`src/rtl/instr_prefetch_queue_pkg.sv`:
```
// rtl/instr_prefetch_queue_pkg.sv - shared types and ring pointer helper for the prefetch queue
package pfq_pkg;

  typedef logic [15:0] halfword_t;

  localparam halfword_t NOP_HW = 16'h0000;

  // depth is always a power of two, so wrapping is a mask
  function automatic int ptr_add(input int ptr, input int n, input int depth);
    return (ptr + n) & (depth - 1);
  endfunction

endpackage

```
`src/rtl/instr_prefetch_queue_if.sv`:
```
// rtl/instr_prefetch_queue_if.sv - ROM fetch, redirect and issue-slot signals of the prefetch queue
interface instr_prefetch_queue_if #(
  parameter int ADDR_W  = 14,
  parameter int FETCH_W = 2,
  parameter int ISSUE_W = 2
);

  logic                         mem_req;
  logic [ADDR_W-1:0]            mem_addr;
  logic [16*FETCH_W-1:0]        mem_rdata;
  logic                         flush;
  logic [ADDR_W-1:0]            flush_addr;
  logic [ISSUE_W-1:0]           ir_valid;
  logic [16*ISSUE_W-1:0]        ir_data;
  logic [ADDR_W-1:0]            ir_pc;
  logic [$clog2(ISSUE_W+1)-1:0] issue_cnt;

  modport master (
    output mem_req, mem_addr, ir_valid, ir_data, ir_pc,
    input  mem_rdata, flush, flush_addr, issue_cnt
  );

  modport slave (
    input  mem_req, mem_addr, ir_valid, ir_data, ir_pc,
    output mem_rdata, flush, flush_addr, issue_cnt
  );

endinterface

```
`src/rtl/instr_prefetch_queue_ring.sv`:
```
// rtl/instr_prefetch_queue_ring.sv - halfword ring storage, one wide write port and ISSUE_W read ports
module pfq_ring
  import pfq_pkg::*;
#(
  parameter int DEPTH   = 8,
  parameter int FETCH_W = 2,
  parameter int ISSUE_W = 2,
  localparam int PTR_W  = $clog2(DEPTH)
) (
  input  logic                   clk,
  input  logic                   rst,
  input  logic                   we,
  input  logic [PTR_W-1:0]       waddr,
  input  logic [16*FETCH_W-1:0]  wdata,
  input  logic [PTR_W-1:0]       raddr,
  output logic [16*ISSUE_W-1:0]  rdata
);

  halfword_t mem [DEPTH];

  always_ff @(posedge clk or posedge rst) begin
    if (rst) begin
      for (int i = 0; i < DEPTH; i++) mem[i] <= NOP_HW;
    end else if (we) begin
      for (int k = 0; k < FETCH_W; k++)
        mem[PTR_W'(ptr_add(int'(waddr), k, DEPTH))] <= wdata[16*k +: 16];
    end
  end

  always_comb begin
    rdata = '0;
    for (int i = 0; i < ISSUE_W; i++)
      rdata[16*i +: 16] = mem[PTR_W'(ptr_add(int'(raddr), i, DEPTH))];
  end

endmodule

```
`src/rtl/instr_prefetch_queue.sv`:
```
// rtl/instr_prefetch_queue.sv - prefetch queue between program ROM and dual-issue Thumb decoder
module instr_prefetch_queue
  import pfq_pkg::*;
#(
  parameter int              ADDR_W     = 14,
  parameter int              FETCH_W    = 2,
  parameter int              ISSUE_W    = 2,
  parameter int              DEPTH      = 8,
  parameter logic [ADDR_W-1:0] RESET_ADDR = '0
) (
  input logic                   clk,
  input logic                   rst,
  instr_prefetch_queue_if.master bus
);

  localparam int PTR_W = $clog2(DEPTH);
  localparam int CNT_W = $clog2(DEPTH + 1);

  logic [PTR_W-1:0]  rd_ptr, wr_ptr;
  logic [CNT_W-1:0]  count, count_next, eff_cnt, wr_cnt, issue_ext;
  logic [CNT_W:0]    need;
  logic [ADDR_W-1:0] head_pc, fetch_pc, mem_addr_q;
  logic              mem_req_q, resp_pend, kill, live, issue_ok;

  // a response is dropped if it was killed by an earlier redirect or lands in a redirect cycle
  assign live = resp_pend & ~kill & ~bus.flush;

  always_comb begin
    issue_ext  = CNT_W'(bus.issue_cnt);
    eff_cnt    = (issue_ext < count) ? issue_ext : count;
    wr_cnt     = live ? CNT_W'(FETCH_W) : '0;
    count_next = count + wr_cnt - eff_cnt;
    // reserve room for the request already in flight plus the one being issued
    need       = (CNT_W+1)'(count_next) + (CNT_W+1)'(FETCH_W)
               + ((mem_req_q & ~bus.flush) ? (CNT_W+1)'(FETCH_W) : '0);
    issue_ok   = (need <= (CNT_W+1)'(DEPTH));
  end

  always_ff @(posedge clk or posedge rst) begin
    if (rst) begin
      rd_ptr     <= '0;
      wr_ptr     <= '0;
      count      <= '0;
      head_pc    <= RESET_ADDR;
      fetch_pc   <= RESET_ADDR;
      mem_req_q  <= 1'b0;
      mem_addr_q <= RESET_ADDR;
      resp_pend  <= 1'b0;
      kill       <= 1'b0;
    end else begin
      resp_pend <= mem_req_q;
      kill      <= bus.flush & mem_req_q;
      if (bus.flush) begin
        rd_ptr     <= '0;
        wr_ptr     <= '0;
        count      <= '0;
        head_pc    <= bus.flush_addr;
        mem_req_q  <= 1'b1;
        mem_addr_q <= bus.flush_addr;
        fetch_pc   <= bus.flush_addr + ADDR_W'(FETCH_W);
      end else begin
        rd_ptr  <= PTR_W'(ptr_add(int'(rd_ptr), int'(eff_cnt), DEPTH));
        if (live) wr_ptr <= PTR_W'(ptr_add(int'(wr_ptr), FETCH_W, DEPTH));
        count   <= count_next;
        head_pc <= head_pc + ADDR_W'(eff_cnt);
        mem_req_q <= issue_ok;
        if (issue_ok) begin
          mem_addr_q <= fetch_pc;
          fetch_pc   <= fetch_pc + ADDR_W'(FETCH_W);
        end
      end
    end
  end

  assign bus.mem_req  = mem_req_q;
  assign bus.mem_addr = mem_addr_q;
  assign bus.ir_pc    = head_pc;

  always_comb begin
    bus.ir_valid = '0;
    for (int i = 0; i < ISSUE_W; i++) bus.ir_valid[i] = (count > CNT_W'(i));
  end

  pfq_ring #(
    .DEPTH   (DEPTH),
    .FETCH_W (FETCH_W),
    .ISSUE_W (ISSUE_W)
  ) u_ring (
    .clk   (clk),
    .rst   (rst),
    .we    (live),
    .waddr (wr_ptr),
    .wdata (bus.mem_rdata),
    .raddr (rd_ptr),
    .rdata (bus.ir_data)
  );

endmodule

```
`src/flat_wrapper.sv`:
```
// flat-port wrapper written by rule: the top's interface ports become plain ports
module instr_prefetch_queue_flat import pfq_pkg::*;
#(
  parameter int              ADDR_W     = 14,
  parameter int              FETCH_W    = 2,
  parameter int              ISSUE_W    = 2,
  parameter int              DEPTH      = 8,
  parameter logic [ADDR_W-1:0] RESET_ADDR = '0
)
  (clk, rst, bus_mem_req, bus_mem_addr, bus_ir_valid, bus_ir_data, bus_ir_pc, bus_mem_rdata, bus_flush, bus_flush_addr, bus_issue_cnt);
  instr_prefetch_queue_if #(.ADDR_W(ADDR_W), .FETCH_W(FETCH_W), .ISSUE_W(ISSUE_W)) bus_i ();
  input logic clk;
  input logic rst;
  output wire logic [$bits(bus_i.mem_req)-1:0] bus_mem_req;
  output wire logic [$bits(bus_i.mem_addr)-1:0] bus_mem_addr;
  output wire logic [$bits(bus_i.ir_valid)-1:0] bus_ir_valid;
  output wire logic [$bits(bus_i.ir_data)-1:0] bus_ir_data;
  output wire logic [$bits(bus_i.ir_pc)-1:0] bus_ir_pc;
  input wire logic [$bits(bus_i.mem_rdata)-1:0] bus_mem_rdata;
  input wire logic [$bits(bus_i.flush)-1:0] bus_flush;
  input wire logic [$bits(bus_i.flush_addr)-1:0] bus_flush_addr;
  input wire logic [$bits(bus_i.issue_cnt)-1:0] bus_issue_cnt;
  assign bus_mem_req = bus_i.mem_req;
  assign bus_mem_addr = bus_i.mem_addr;
  assign bus_ir_valid = bus_i.ir_valid;
  assign bus_ir_data = bus_i.ir_data;
  assign bus_ir_pc = bus_i.ir_pc;
  assign bus_i.mem_rdata = bus_mem_rdata;
  assign bus_i.flush = bus_flush;
  assign bus_i.flush_addr = bus_flush_addr;
  assign bus_i.issue_cnt = bus_issue_cnt;
  instr_prefetch_queue #(.ADDR_W(ADDR_W), .FETCH_W(FETCH_W), .ISSUE_W(ISSUE_W), .DEPTH(DEPTH), .RESET_ADDR(RESET_ADDR)) u_core (.clk(clk), .rst(rst), .bus(bus_i));
endmodule
```
`config.mk`:
```
export PLATFORM = sky130hd
export DESIGN_NAME = instr_prefetch_queue_flat
export DESIGN_NICKNAME = d
export VERILOG_FILES = /design/src/rtl/instr_prefetch_queue_pkg.sv /design/src/rtl/instr_prefetch_queue_if.sv /design/src/rtl/instr_prefetch_queue_ring.sv /design/src/rtl/instr_prefetch_queue.sv /design/src/flat_wrapper.sv
export SDC_FILE = /design/constraint.sdc
export NUM_CORES = 1
export LEC_CHECK = 0
export BUFFER_PORTS_ARGS = -buffer_cell sky130_fd_sc_hd__buf_2
export CORE_ASPECT_RATIO = 0.6
export CORE_MARGIN = 10
export CORE_UTILIZATION = 51
export CTS_CLUSTER_DIAMETER = 60
export DETAILED_ROUTE_END_ITERATION = 8
export PLACE_DENSITY = 0.77
export SYNTH_ARGS = -nofsm -noshare
export SYNTH_HDL_FRONTEND = slang
export SYNTH_SLANG_ARGS = --single-unit
```
`constraint.sdc`:
```
create_clock -name clk -period 6.5 [get_ports clk]
set_clock_uncertainty 0.2 [all_clocks]
set_input_delay 0.325 -clock clk [delete_from_list [all_inputs] [get_ports clk]]
set_output_delay 0.325 -clock clk [all_outputs]
set_load 0.01 [all_outputs]
```
==> impl_metrics.tcl, run 1 <==
set metrics [dict create \
    vdd_drop_max_v 0.000266 \
    end_kind "flop" \
    fillers 1524 \
    arrival_ns 5.07 \
    via_per_inst 5.63 \
    netlist_instances 785 \
    clockBufferDepth 2 \
    slew_headroom_pct 26.0 \
    crit_top_cell "inv_1" \
    overflow 0 \
    root_buffer "clkbuf_16" \
    crit_path_cell_trace "inv_1 > ha_1 > a21oi_1 > nor2b_1 > mux2_2 > fa_1 > inv_1 > ha_1 > inv_1 > fa_1 > xnor2_1 > inv_1 > ha_1 > nor2_1 > a41o_1 > nor2_2 > inv_2 > mux2_2" \
    io_buffer_count 113 \
    htree_levels 4 \
    cp.required_ns 6.62 \
    max_slew.worst_pin.slew_ns 1.11 \
    cts_tree "done" \
    yosysSeqAreaShare_pct 44.7 \
    critPathKind "flop to flop" \
    dpl.cell_count 1126 \
    cp-start-kind "flop" \
    route.detailed.drc 0 \
    wl_microns 24500 \
    dp_worst_setup_slack_ns 1.53 \
    antenna_left 0 \
    first_global_vias 6984 \
    period_share_pct 76.1 \
    postLayoutCoreUtil_pct 61.5 \
    max_freq_mhz 202 \
    fin_area_sq_um 11900 \
    place_area_sq_um 10900 \
    synth_edf_count 0 \
    hold_path.class "primary input to flop" \
    numClockSinks 182 \
    path_clk_slew_ns 0.07 \
    clkLatencyLatePin_ns 0.44 \
    async_flop_share_pct 100 \
    hold_viol_final 0 \
    grt_antenna_before_repair 1 \
    design.core.area_sq_um 19300 \
    globalRouteTotalUtil_pct 19.1 \
    cp_slowest_cell "a41o_1" \
    drv_cap 0 \
    syn_avg_cell_area_sq_um 13.0 \
    die_x_microns 203 \
    synth_top_flop_cell "dfrtp_1" \
    reg2reg_slack_ns 1.55 \
    layout.nets 998 \
    slew_viol_final 0 \
    rsz0062_at_grt "no" \
    gp_congestion 0.840 \
    grt_max_degree 67 \
    crit_path_max_incr_delay_ns 0.50 \
    run_status "finished, final reports clean" \
    core.rowCount 39 \
    synth_nets 862 \
    cts_resized 0 \
    cts_inserted_buffers 17 \
    crit_fanout 19 \
    layout-drive-gt1-share_pct 40.0 \
    ys_warn_count 0 \
    vias 6758 \
    dp_hpwl_microns 16100 \
    setup_slack_ns 1.55 \
    dr.pass1.iters 4 \
    ys_types 51 \
    instances_no_fill 1201 \
    die_h_microns 130 \
    setup_viol 0 \
    period_minus_slack_ns 4.95 \
    syn_area_sq_um 10200 \
    synth-seq-cells 182 \
    leakagePower_nw 5.46 \
    wl_per_cell_microns 20.4 \
    start_util_pct 52.8 \
    io-pin-count 114 \
    power.density_nw_per_um2 532 \
    grt_first_pass_wirelength_microns 39600 \
    setup_tns_ns 0 \
    drt_iter0_drc 454 \
    areaGrowthSynthToFinish_pct 16.6 \
    dieArea_sq_um 26200 \
]
==> sequential cells by signal (all words and copies together), names as in the netlist <==
name / flops
u_core.bus.mem_req: 1
u_core.kill: 1
u_core.u_ring.mem: 128
u_core.count: 4
u_core.resp_pend: 1
u_core.bus.mem_addr: 14
u_core.fetch_pc: 14
u_core.rd_ptr: 3
u_core.bus.ir_pc: 14
u_core.wr_ptr: 2
==> final timing paths <==
| path | startpoint | to | depth (start not counted) |
|---|---|---|---|
| setup reg to reg | u_core.count[1] | u_core.bus.mem_addr[0] | 18 |
| max in group asynchronous | rst | u_core.wr_ptr[2] | 4 |
| min in group asynchronous | rst | u_core.bus.ir_pc[1] | 3 |
| hold reg to reg | u_core.bus.mem_req | u_core.resp_pend | 0 |
| setup / recovery | u_core.count[1] | u_core.bus.mem_addr[0] | 18 |
| hold / removal | bus_flush_addr[7] | u_core.fetch_pc[7] | 3 |
==> synthesized netlist by cell type (2+ instances only) <==
cell type  count  area (sq um)
a21oi_1       16          80.1
nor2b_1        2          12.5
nor2_1        33           124
buf_6         11           124
ha_1          22           275
mux4_2        64          1440
mux2_2        74           833
nand4_1        8          50.1
buf_2         22           110
inv_2          3          11.3
buf_4          5          37.5
o21ai_0       47           235
and2_1         4          25.0
xnor2_1       17           149
inv_1         26          97.6
a31oi_1        8          50.1
nand2b_1       2          12.5
mux2i_1       10           100
fa_1           4          80.1
a21o_1         5          37.5
xor2_1        11          96.3
and3_1         4          25.0
nand3_1       10          50.1
nand2_2        2          12.5
dfrtp_1      182          4550
mux2_4        60           901
a21oi_2        2          17.5
clkbuf_1       9          33.8
or3_1          3          18.8
nand4b_1       4          35.0
nor3b_1        2          15.0
nand2_1       94           353
==> routing by layer <==
| layer | up-vias | routed length [microns] | track usage (%) | share of wire (%) |
|---|---|---|---|---|
| met5 | - | 0 | 0 | 0 |
| met4 | 0 | 244 | 4.98 | 1.0 |
| met1 | 3490 | 12000 | 27.3 | 49 |
| li1 | 3105 | - | - | - |
| met2 | 146 | 11100 | 28.9 | 46 |
| met3 | 17 | 1090 | 4.33 | 4.4 |
==> timing repair <==
item | in CTS | in global routing
setup buffers | 0 | 0
endpoints found under the hold margin | 201 | 0
setup endpoints to repair | 0 | 0
hold buffers | 42 | 0
==> report_power, final <==
| group | internal, W | leakage, nW | switching, W |
|---|---|---|---|
| clock | 0.000581 | 0.284 | 0.000468 |
| combinational | 0.00166 | 2.89 | 0.00161 |
| sequential | 0.00160 | 2.29 | 0.000403 |
==> cells by family (layout without fill, tap and decap cells) <==
logic type,after synthesis,count (layout),synth area share (%)
flip-flops,182,182,44.7
XOR/XNOR,29,29,2.57
AND/OR/NAND/NOR,175,175,7.84
buffers and inverters,76,225,4.06
adder cells (fa/ha/maj),26,26,3.49
AO/OA/AOI/OAI,89,89,5.24
other,0,1,0
multiplexers,208,208,32.1
==> final cells by class <==
class,count,area (sq um),share of cell area [%]
diodes,1,2.50,0.0211
clock buffers,18,439,3.70
clock inverters,14,153,1.28
inverters,29,114,0.958
multi-input cells,527,5230,44.0
flip-flops and latches,182,4560,38.4
well taps,266,333,2.80
repair buffers,164,1050,8.86
==> worst max-delay path: cells and delay by family (launching register included) <==
| kind | cells | cell delay, ns |
|---|---|---|
| fa+ha+maj | 5 | 1.44 |
| mux | 2 | 0.80 |
| buf+inv | 5 | 0.58 |
| compound gates | 2 | 0.58 |
| simple gates | 3 | 0.54 |
| flops | 1 | 0.36 |
| xor+xnor | 1 | 0.31 |
==> through the flow <==
| stage | hold WS, ns | power, W |
|---|---|---|
| finish | 0.0533 | 0.00632 |
| detailed placement | 0.259 | 0.00527 |
| floorplan | 0.247 | 0.00437 |
| global route | 0.0441 | 0.00677 |
| global placement | 0.262 | 0.00516 |
| CTS | 0.0290 | 0.00637 |
==> cell usage in the layout, fill, tap and decap left out, drive strengths merged, types with 3 or more instances in the layout <==
| cell | count |
|---|---|
| nand2 | 96 |
| nand4b | 4 |
| a21oi | 18 |
| nor2b | 3 |
| xor2 | 12 |
| and3 | 4 |
| nand4 | 9 |
| clkinv | 7 |
| mux4 | 64 |
| nand3 | 10 |
| dlygate4sd3 | 42 |
| nor2 | 35 |
| xnor2 | 17 |
| mux2 | 134 |
| a31oi | 8 |
| buf | 122 |
| inv | 31 |
| mux2i | 10 |
| fa | 4 |
| dfrtp | 182 |
| or3 | 3 |
| and2 | 4 |
| clkinvlp | 3 |
| clkbuf | 18 |
| o21ai | 49 |
| a21o | 5 |
| ha | 22 |
Note: power is estimated with default switching activity, not from simulation.
==> inputs of run 2 (changes only) <==
--- a/config.mk
+++ b/config.mk
@@ -11,7 +11,7 @@
 export CORE_UTILIZATION = 51
 export CTS_CLUSTER_DIAMETER = 60
 export DETAILED_ROUTE_END_ITERATION = 8
-export PLACE_DENSITY = 0.77
+export PLACE_DENSITY = 0.8
 export SYNTH_ARGS = -nofsm -noshare
 export SYNTH_HDL_FRONTEND = slang
 export SYNTH_SLANG_ARGS = --single-unit
==> constraint.sdc (replaced) <==
create_clock -name clk -period 4.2 [get_ports clk]
set_clock_uncertainty 0.2 [all_clocks]
set_input_delay 0.21 -clock clk [delete_from_list [all_inputs] [get_ports clk]]
set_output_delay 0.21 -clock clk [all_outputs]
set_load 0.01 [all_outputs]
==> run 2 against run 1 <==
  * Setup slack got worse by 1.4 ns
  * Count of clock-buffer cells in the layout increased by 3
  * Non-clock buffer count increased by 22
  * Routed wire length grew 2.1%
  * Sequential power is 54% higher
  * Cell area increased by 1.7%
  * Final cell count is 1.7% higher
  * Maximum frequency grew 22%
  * Critical endpoint is now u_core.fetch_pc[7]
==> impl_metrics.tcl, run 2 (synthesis results as in run 1) <==
set metrics [dict create \
    crit_fanout 11 \
    postLayoutCoreUtil_pct 62.6 \
    io-pin-count 114 \
    comb_power_share_pct 56.0 \
    switching_share_pct 39.0 \
    hold_path.class "primary input to flop" \
    wl_per_cell_microns 20.5 \
    slew_viol_final 0 \
    largest_reg_flops 128 \
    power_frac_clock_pct 14.1 \
    layout-drive-gt1-share_pct 41.5 \
    leakagePower_nw 5.53 \
    reg2reg_slack_ns 0.15 \
    grt_antenna_before_repair 0 \
    wl_microns 25000 \
    start_util_pct 52.8 \
    dp_worst_setup_slack_ns -0.0106 \
    diodes 0 \
    layout.nets 1020 \
    power_w 0.0104 \
    drv_cap 0 \
    slew_headroom_pct 30.6 \
    cp-start-kind "flop" \
    arrival_ns 4.20 \
    seqPwrFrac_pct 29.9 \
    dp_hpwl_microns 16500 \
    layout_common_cells "dfrtp_1, buf_2, nand2_1" \
    clkLatencyLatePin_ns 0.43 \
    switchingPower_w 0.00404 \
    hold_viol_final 0 \
    place_area_sq_um 11000 \
    via_per_inst 5.66 \
    grt_first_pass_wirelength_microns 40500 \
    dieArea_sq_um 26200 \
    run_status "finished, final reports clean" \
    route.detailed.drc 0 \
    path_clk_slew_ns 0.07 \
    critPathKind "flop to flop" \
    die_h_microns 130 \
    vdd_drop_max_v 0.000592 \
    numClockSinks 182 \
    setup_viol 0 \
    regMostFlops "u_core.u_ring.mem" \
    max_slew.worst_pin.slew_ns 1.04 \
    antenna_left 0 \
    cp.required_ns 4.35 \
    cts_inserted_buffers 17 \
    globalRouteTotalUtil_pct 19.4 \
    period_minus_slack_ns 4.05 \
    overflow 0 \
    final_common_cell "dfrtp_1" \
    io_buffer_count 113 \
    cts_tree "done" \
    gp_congestion 0.824 \
    drt_iter0_drc 565 \
    setup_slack_ns 0.153 \
    power.density_nw_per_um2 856 \
    core.rowCount 39 \
    die_x_microns 203 \
    areaGrowthSynthToFinish_pct 18.6 \
    fin_area_sq_um 12100 \
    first_global_vias 7162 \
    period_share_pct 96.4 \
    dr.pass1.iters 5 \
    vias 6911 \
    design.core.area_sq_um 19300 \
    htree_levels 4 \
    clockBufferDepth 2 \
    p_int_w 0.00631 \
    grt_max_degree 61 \
    end_kind "flop" \
    root_buffer "clkbuf_16" \
    max_freq_mhz 247 \
]
run 2: cell count changes in the layout (fill, tap and decap cells not counted), moves of 3 or more:
cell and change:
clkinvlp_4 +4, dlygate4sd3_1 +5, buf_12 +3, ha_1 -3, buf_4 +14, clkinv_4 -3, clkbuf_1 +4
run 2: area by class of cell:
class                   count  area, sq um
repair buffers            186         1270
inverters                  29          115
flip-flops and latches    182         4560
multi-input cells         527         5300
well taps                 266          333
clock buffers              21          440
fillers                  1466         7230
clock inverters            10         76.3
run 2: critical path, cell delays in order, from the launching register on:
cell	delay, ns
dfrtp_1	0.36
inv_2	0.04
ha_1	0.28
a21oi_2	0.18
nor2b_2	0.07
mux2_4	0.31
fa_1	0.43
inv_1	0.07
ha_1	0.14
inv_1	0.05
fa_1	0.54
inv_2	0.06
ha_4	0.17
ha_4	0.27
a41o_4	0.25
buf_12	0.13
nand4_1	0.12
xor2_1	0.16
mux2i_1	0.14
run 2: worst paths after layout:
kind,from,end,cells past startpoint
max,u_core.count[1],u_core.fetch_pc[7],18
max reg2reg,u_core.count[1],u_core.fetch_pc[7],18
max in group asynchronous,rst,u_core.u_ring.mem[9],4
min,bus_flush,u_core.bus.mem_addr[6],4
min reg2reg,u_core.bus.mem_req,u_core.resp_pend,0
min in group asynchronous,rst,u_core.resp_pend,3
run 2: stage by stage:
| step | std cells | setup TNS (ns) | hold slack, ns |
|---|---|---|---|
| after detailed placement | 1142 | -0.0267 | 0.240 |
| after global routing | 1221 | -0.0455 | 0.109 |
| after floorplan | 785 | 0 | 0.144 |
| after CTS | 1220 | 0 | 0.0964 |
| final | 1221 | 0 | 0.108 |
| after global placement | 1142 | 0 | 0.233 |
run 2: power by group through the flow:
| stage | Combinational [W] | Clock, W | Sequential, W |
|---|---|---|---|
| after floorplan | 0.00387 | 0 | 0.00290 |
| after global placement | 0.00531 | 0 | 0.00304 |
| after detailed placement | 0.00546 | 0 | 0.00309 |
| after CTS | 0.00559 | 0.00148 | 0.00307 |
| after global routing | 0.00634 | 0.00156 | 0.00318 |
| final | 0.00580 | 0.00146 | 0.00309 |
run 2: metal layers:
metal	track usage [%]	vias to the layer above	share of wire [%]	routed length, microns
met4	4.24	0	0.86	214
li1	-	3140	-	-
met2	28.5	228	44	10900
met1	28.4	3520	49	12100
met5	0	-	0	0
met3	4.95	23	6.8	1690
run 2: what timing repair did:
item,4_1_cts,5_1_grt
hold buffers,47,0
buffers inserted,0,1
resized for setup,2,13
hold endpoints to repair,193,0
endpoints found under the setup margin,5,28
pin swaps,1,4
==> inputs of run 3 (changes only) <==
--- a/config.mk
+++ b/config.mk
@@ -7,7 +7,7 @@
 export LEC_CHECK = 0
 export BUFFER_PORTS_ARGS = -buffer_cell sky130_fd_sc_hd__buf_2
 export CORE_ASPECT_RATIO = 0.6
-export CORE_MARGIN = 10
+export CORE_MARGIN = 1.5
 export CORE_UTILIZATION = 51
 export CTS_CLUSTER_DIAMETER = 60
 export DETAILED_ROUTE_END_ITERATION = 8
==> constraint.sdc (replaced) <==
create_clock -name clk -period 4.2 [get_ports clk]
set_clock_uncertainty 0.2 [all_clocks]
set_input_delay 0.42 -clock clk [delete_from_list [all_inputs] [get_ports clk]]
set_output_delay 0.42 -clock clk [all_outputs]
set_load 0.01 [all_outputs]
==> run 3 against run 2 <==
  * The run now ends with hold timing left
  * Final cell count decreased by 3.4%
  * Largest power group unchanged
  * Flip-flop and latch count unchanged
  * Clock power up 14%
  * Sequential share of layout area is 1.0 points higher
  * Non-clock buffer count down 44
  * Register-to-register slack worse by 0.06 ns
  * Routed wire length fell by 6.0%
  * Die area fell by 20%
  * First-iteration DRC count is 17% lower
  * Via count is 1.4% lower
  * Sequential power is essentially flat
  * Critical endpoint is now u_core.bus.mem_addr[2]
  * Hold slack worse by 0.12 ns
  * Largest cell class unchanged
==> impl_metrics.tcl, run 3 (synthesis results as in run 1) <==
set metrics [dict create \
    dieArea_sq_um 20900 \
    antenna_left 0 \
    layout.nets 976 \
    leakagePower_nw 5.42 \
    slew_headroom_pct 28.4 \
    clkLatencyLatePin_ns 0.44 \
    drv_cap 0 \
    cp.required_ns 4.32 \
    vias 6811 \
    power_frac_clock_pct 15.7 \
    crit_path_cell_trace "inv_2 > ha_4 > a21oi_2 > nor2b_2 > mux2_4 > fa_1 > inv_1 > ha_2 > inv_2 > fa_1 > inv_2 > ha_4 > ha_4 > a41o_1 > buf_6 > nor2_4 > inv_4 > mux2_2" \
    met3_wirelength_microns 1120 \
    clockBufferDepth 2 \
    switching_share_pct 38.0 \
    areaGrowthSynthToFinish_pct 15.5 \
    critPathCapture "u_core.bus.mem_addr[2]" \
    seqPwrFrac_pct 29.1 \
    run_status "complete, but fails checks" \
    first_global_vias 6826 \
    hold_viol_final 9 \
    grt_max_degree 115 \
    wl_microns 23500 \
    switchingPower_w 0.00403 \
    root_buffer "clkbuf_16" \
    end_kind "flop" \
    crit_fanout 4 \
    rsz0062_at_grt "yes" \
    final_common_cell "dfrtp_1" \
    crit_path_max_incr_delay_ns 0.54 \
    dp_worst_setup_slack_ns -0.114 \
    cts_inserted_buffers 17 \
    grt_first_pass_wirelength_microns 37800 \
    path_clk_slew_ns 0.07 \
    slew_viol_final 0 \
    max_freq_mhz 244 \
    setup_slack_ns 0.0972 \
    comb_power_share_pct 55.2 \
    regMostFlops "u_core.u_ring.mem" \
    dr.pass1.iters 5 \
    numClockSinks 182 \
    max_slew.worst_pin.slew_ns 1.07 \
    hold_ws_ns -0.0157 \
    setup_viol 0 \
    vdd_drop_max_v 0.000535 \
    ctsHoldBuffers 0 \
    p_int_w 0.00658 \
    design.core.area_sq_um 19300 \
    reg2reg_slack_ns 0.1 \
    io_buffer_count 113 \
    cp_slowest_cell "fa_1" \
    overflow 0 \
    period_share_pct 97.7 \
    io-pin-count 114 \
    power.density_nw_per_um2 901 \
    instances_no_fill 1179 \
    wl_per_cell_microns 19.9 \
    cp-startpoint "u_core.count[1]" \
    ff2ff_path_depth 18 \
    hold_path.class "primary input to asynchronous set/reset pin" \
    drt-met1-wl_microns 11800 \
    via_per_inst 5.78 \
    dp_hpwl_microns 15500 \
    drt_iter0_drc 468 \
    die_h_microns 113 \
    cts_tree "done" \
    start_util_pct 52.8 \
    gp_congestion 0.843 \
    violations "hold timing" \
    worstReg2RegEnd "u_core.bus.mem_addr[2]" \
    setup_tns_ns 0 \
    globalRouteTotalUtil_pct 23.8 \
    die_x_microns 186 \
    layout_common_cells "dfrtp_1, buf_2, nand2_1" \
    dpl.cell_count 1144 \
    arrival_ns 4.22 \
    largest_reg_flops 128 \
    htree_levels 4 \
    critPathKind "flop to flop" \
    period_minus_slack_ns 4.10 \
    route.detailed.drc 0 \
    grt_antenna_before_repair 1 \
    routed.top_layer "met4" \
    r2r-start "u_core.count[1]" \
    fillers 1539 \
    layout-drive-gt1-share_pct 45.3 \
    cp-start-kind "flop" \
    wl_met2_microns 10400 \
    core.rowCount 39 \
]
run 3: cell types whose count changed in the layout (fill, tap and decap cells not counted), moves of 2 or more:
| cell | previous run | this run |
|---|---|---|
| dlygate4sd3_1 | 47 | 0 |
| nor2_1 | 32 | 24 |
| nor2_2 | 0 | 6 |
| bufinv_16 | 0 | 3 |
| clkbuf_1 | 4 | 1 |
| clkinv_2 | 1 | 4 |
| clkinvlp_4 | 7 | 4 |
| a21oi_1 | 15 | 13 |
| a21oi_2 | 3 | 5 |
| buf_4 | 23 | 25 |
| buf_6 | 0 | 2 |
| clkbuf_8 | 0 | 2 |
| ha_1 | 19 | 17 |
| nor2_4 | 3 | 5 |
run 3: per-layer routing:
metal / vias up / global-route usage (%)
li1: 3063 / -
met1: 3571 / 37.1
met2: 165 / 34.4
met3: 12 / 4.93
met4: 0 / 4.93
met5: - / 0
run 3: area by class of cell:
class	instances	area (sq um)	area share, %
multi-input cells	527	5340	45.4
flip-flops and latches	182	4560	38.7
repair buffers	142	816	6.93
clock buffers	20	457	3.88
well taps	266	333	2.83
clock inverters	12	150	1.28
inverters	29	115	0.978
diodes	1	2.50	0.0213
run 3: how the worst min path moves through the flow:
stage	from	endpoint	slack, ns	cells after the start
4_1_cts	bus_flush_addr[0]	u_core.bus.ir_pc[0]	0.02	3
3_3_place_gp	u_core.bus.mem_req	u_core.resp_pend	0.24	0
3_5_place_dp	u_core.bus.mem_req	u_core.resp_pend	0.24	0
2_1_floorplan	u_core.bus.mem_req	u_core.resp_pend	0.25	0
5_1_grt	rst	u_core.count[1]	0.007	3
6_report	rst	u_core.count[1]	-0.02	3
run 3: through the flow:
stage                     hold slack (ns)  util, %  cell area, sq um  power (W)
after floorplan                     0.247        -             10200    0.00677
after global placement              0.244     57.1             11000    0.00828
after detailed placement            0.242     57.1             11000    0.00849
after CTS                          0.0224     60.2             11600     0.0102
after global routing              0.00726     60.9             11800     0.0113
final                             -0.0157     60.9             11800     0.0106
run 3: repair_timing:
item	in CTS	in global routing
buffers inserted	0	2
endpoints found under the setup margin	3	28
endpoints found under the hold margin	0	0
gates resized for setup	0	31
pin swaps	1	7
run 3: critical path, delay by kind of cell, from the launching register on:
family	cells	cell delay, ns
adder cells (fa/ha/maj)	6	1.82
multiplexers	2	0.66
buffers and inverters	6	0.46
flip-flops	1	0.39
AO/OA/AOI/OAI	2	0.27
AND/OR/NAND/NOR	2	0.19
run 3: power groups by stage:
stage	Combinational [W]	Clock, W	Sequential [W]
final	0.00586	0.00167	0.00309
after global routing	0.00639	0.00177	0.00318
after CTS	0.00544	0.00169	0.00306
after detailed placement	0.00541	0	0.00308
after global placement	0.00525	0	0.00303
after floorplan	0.00387	0	0.00290
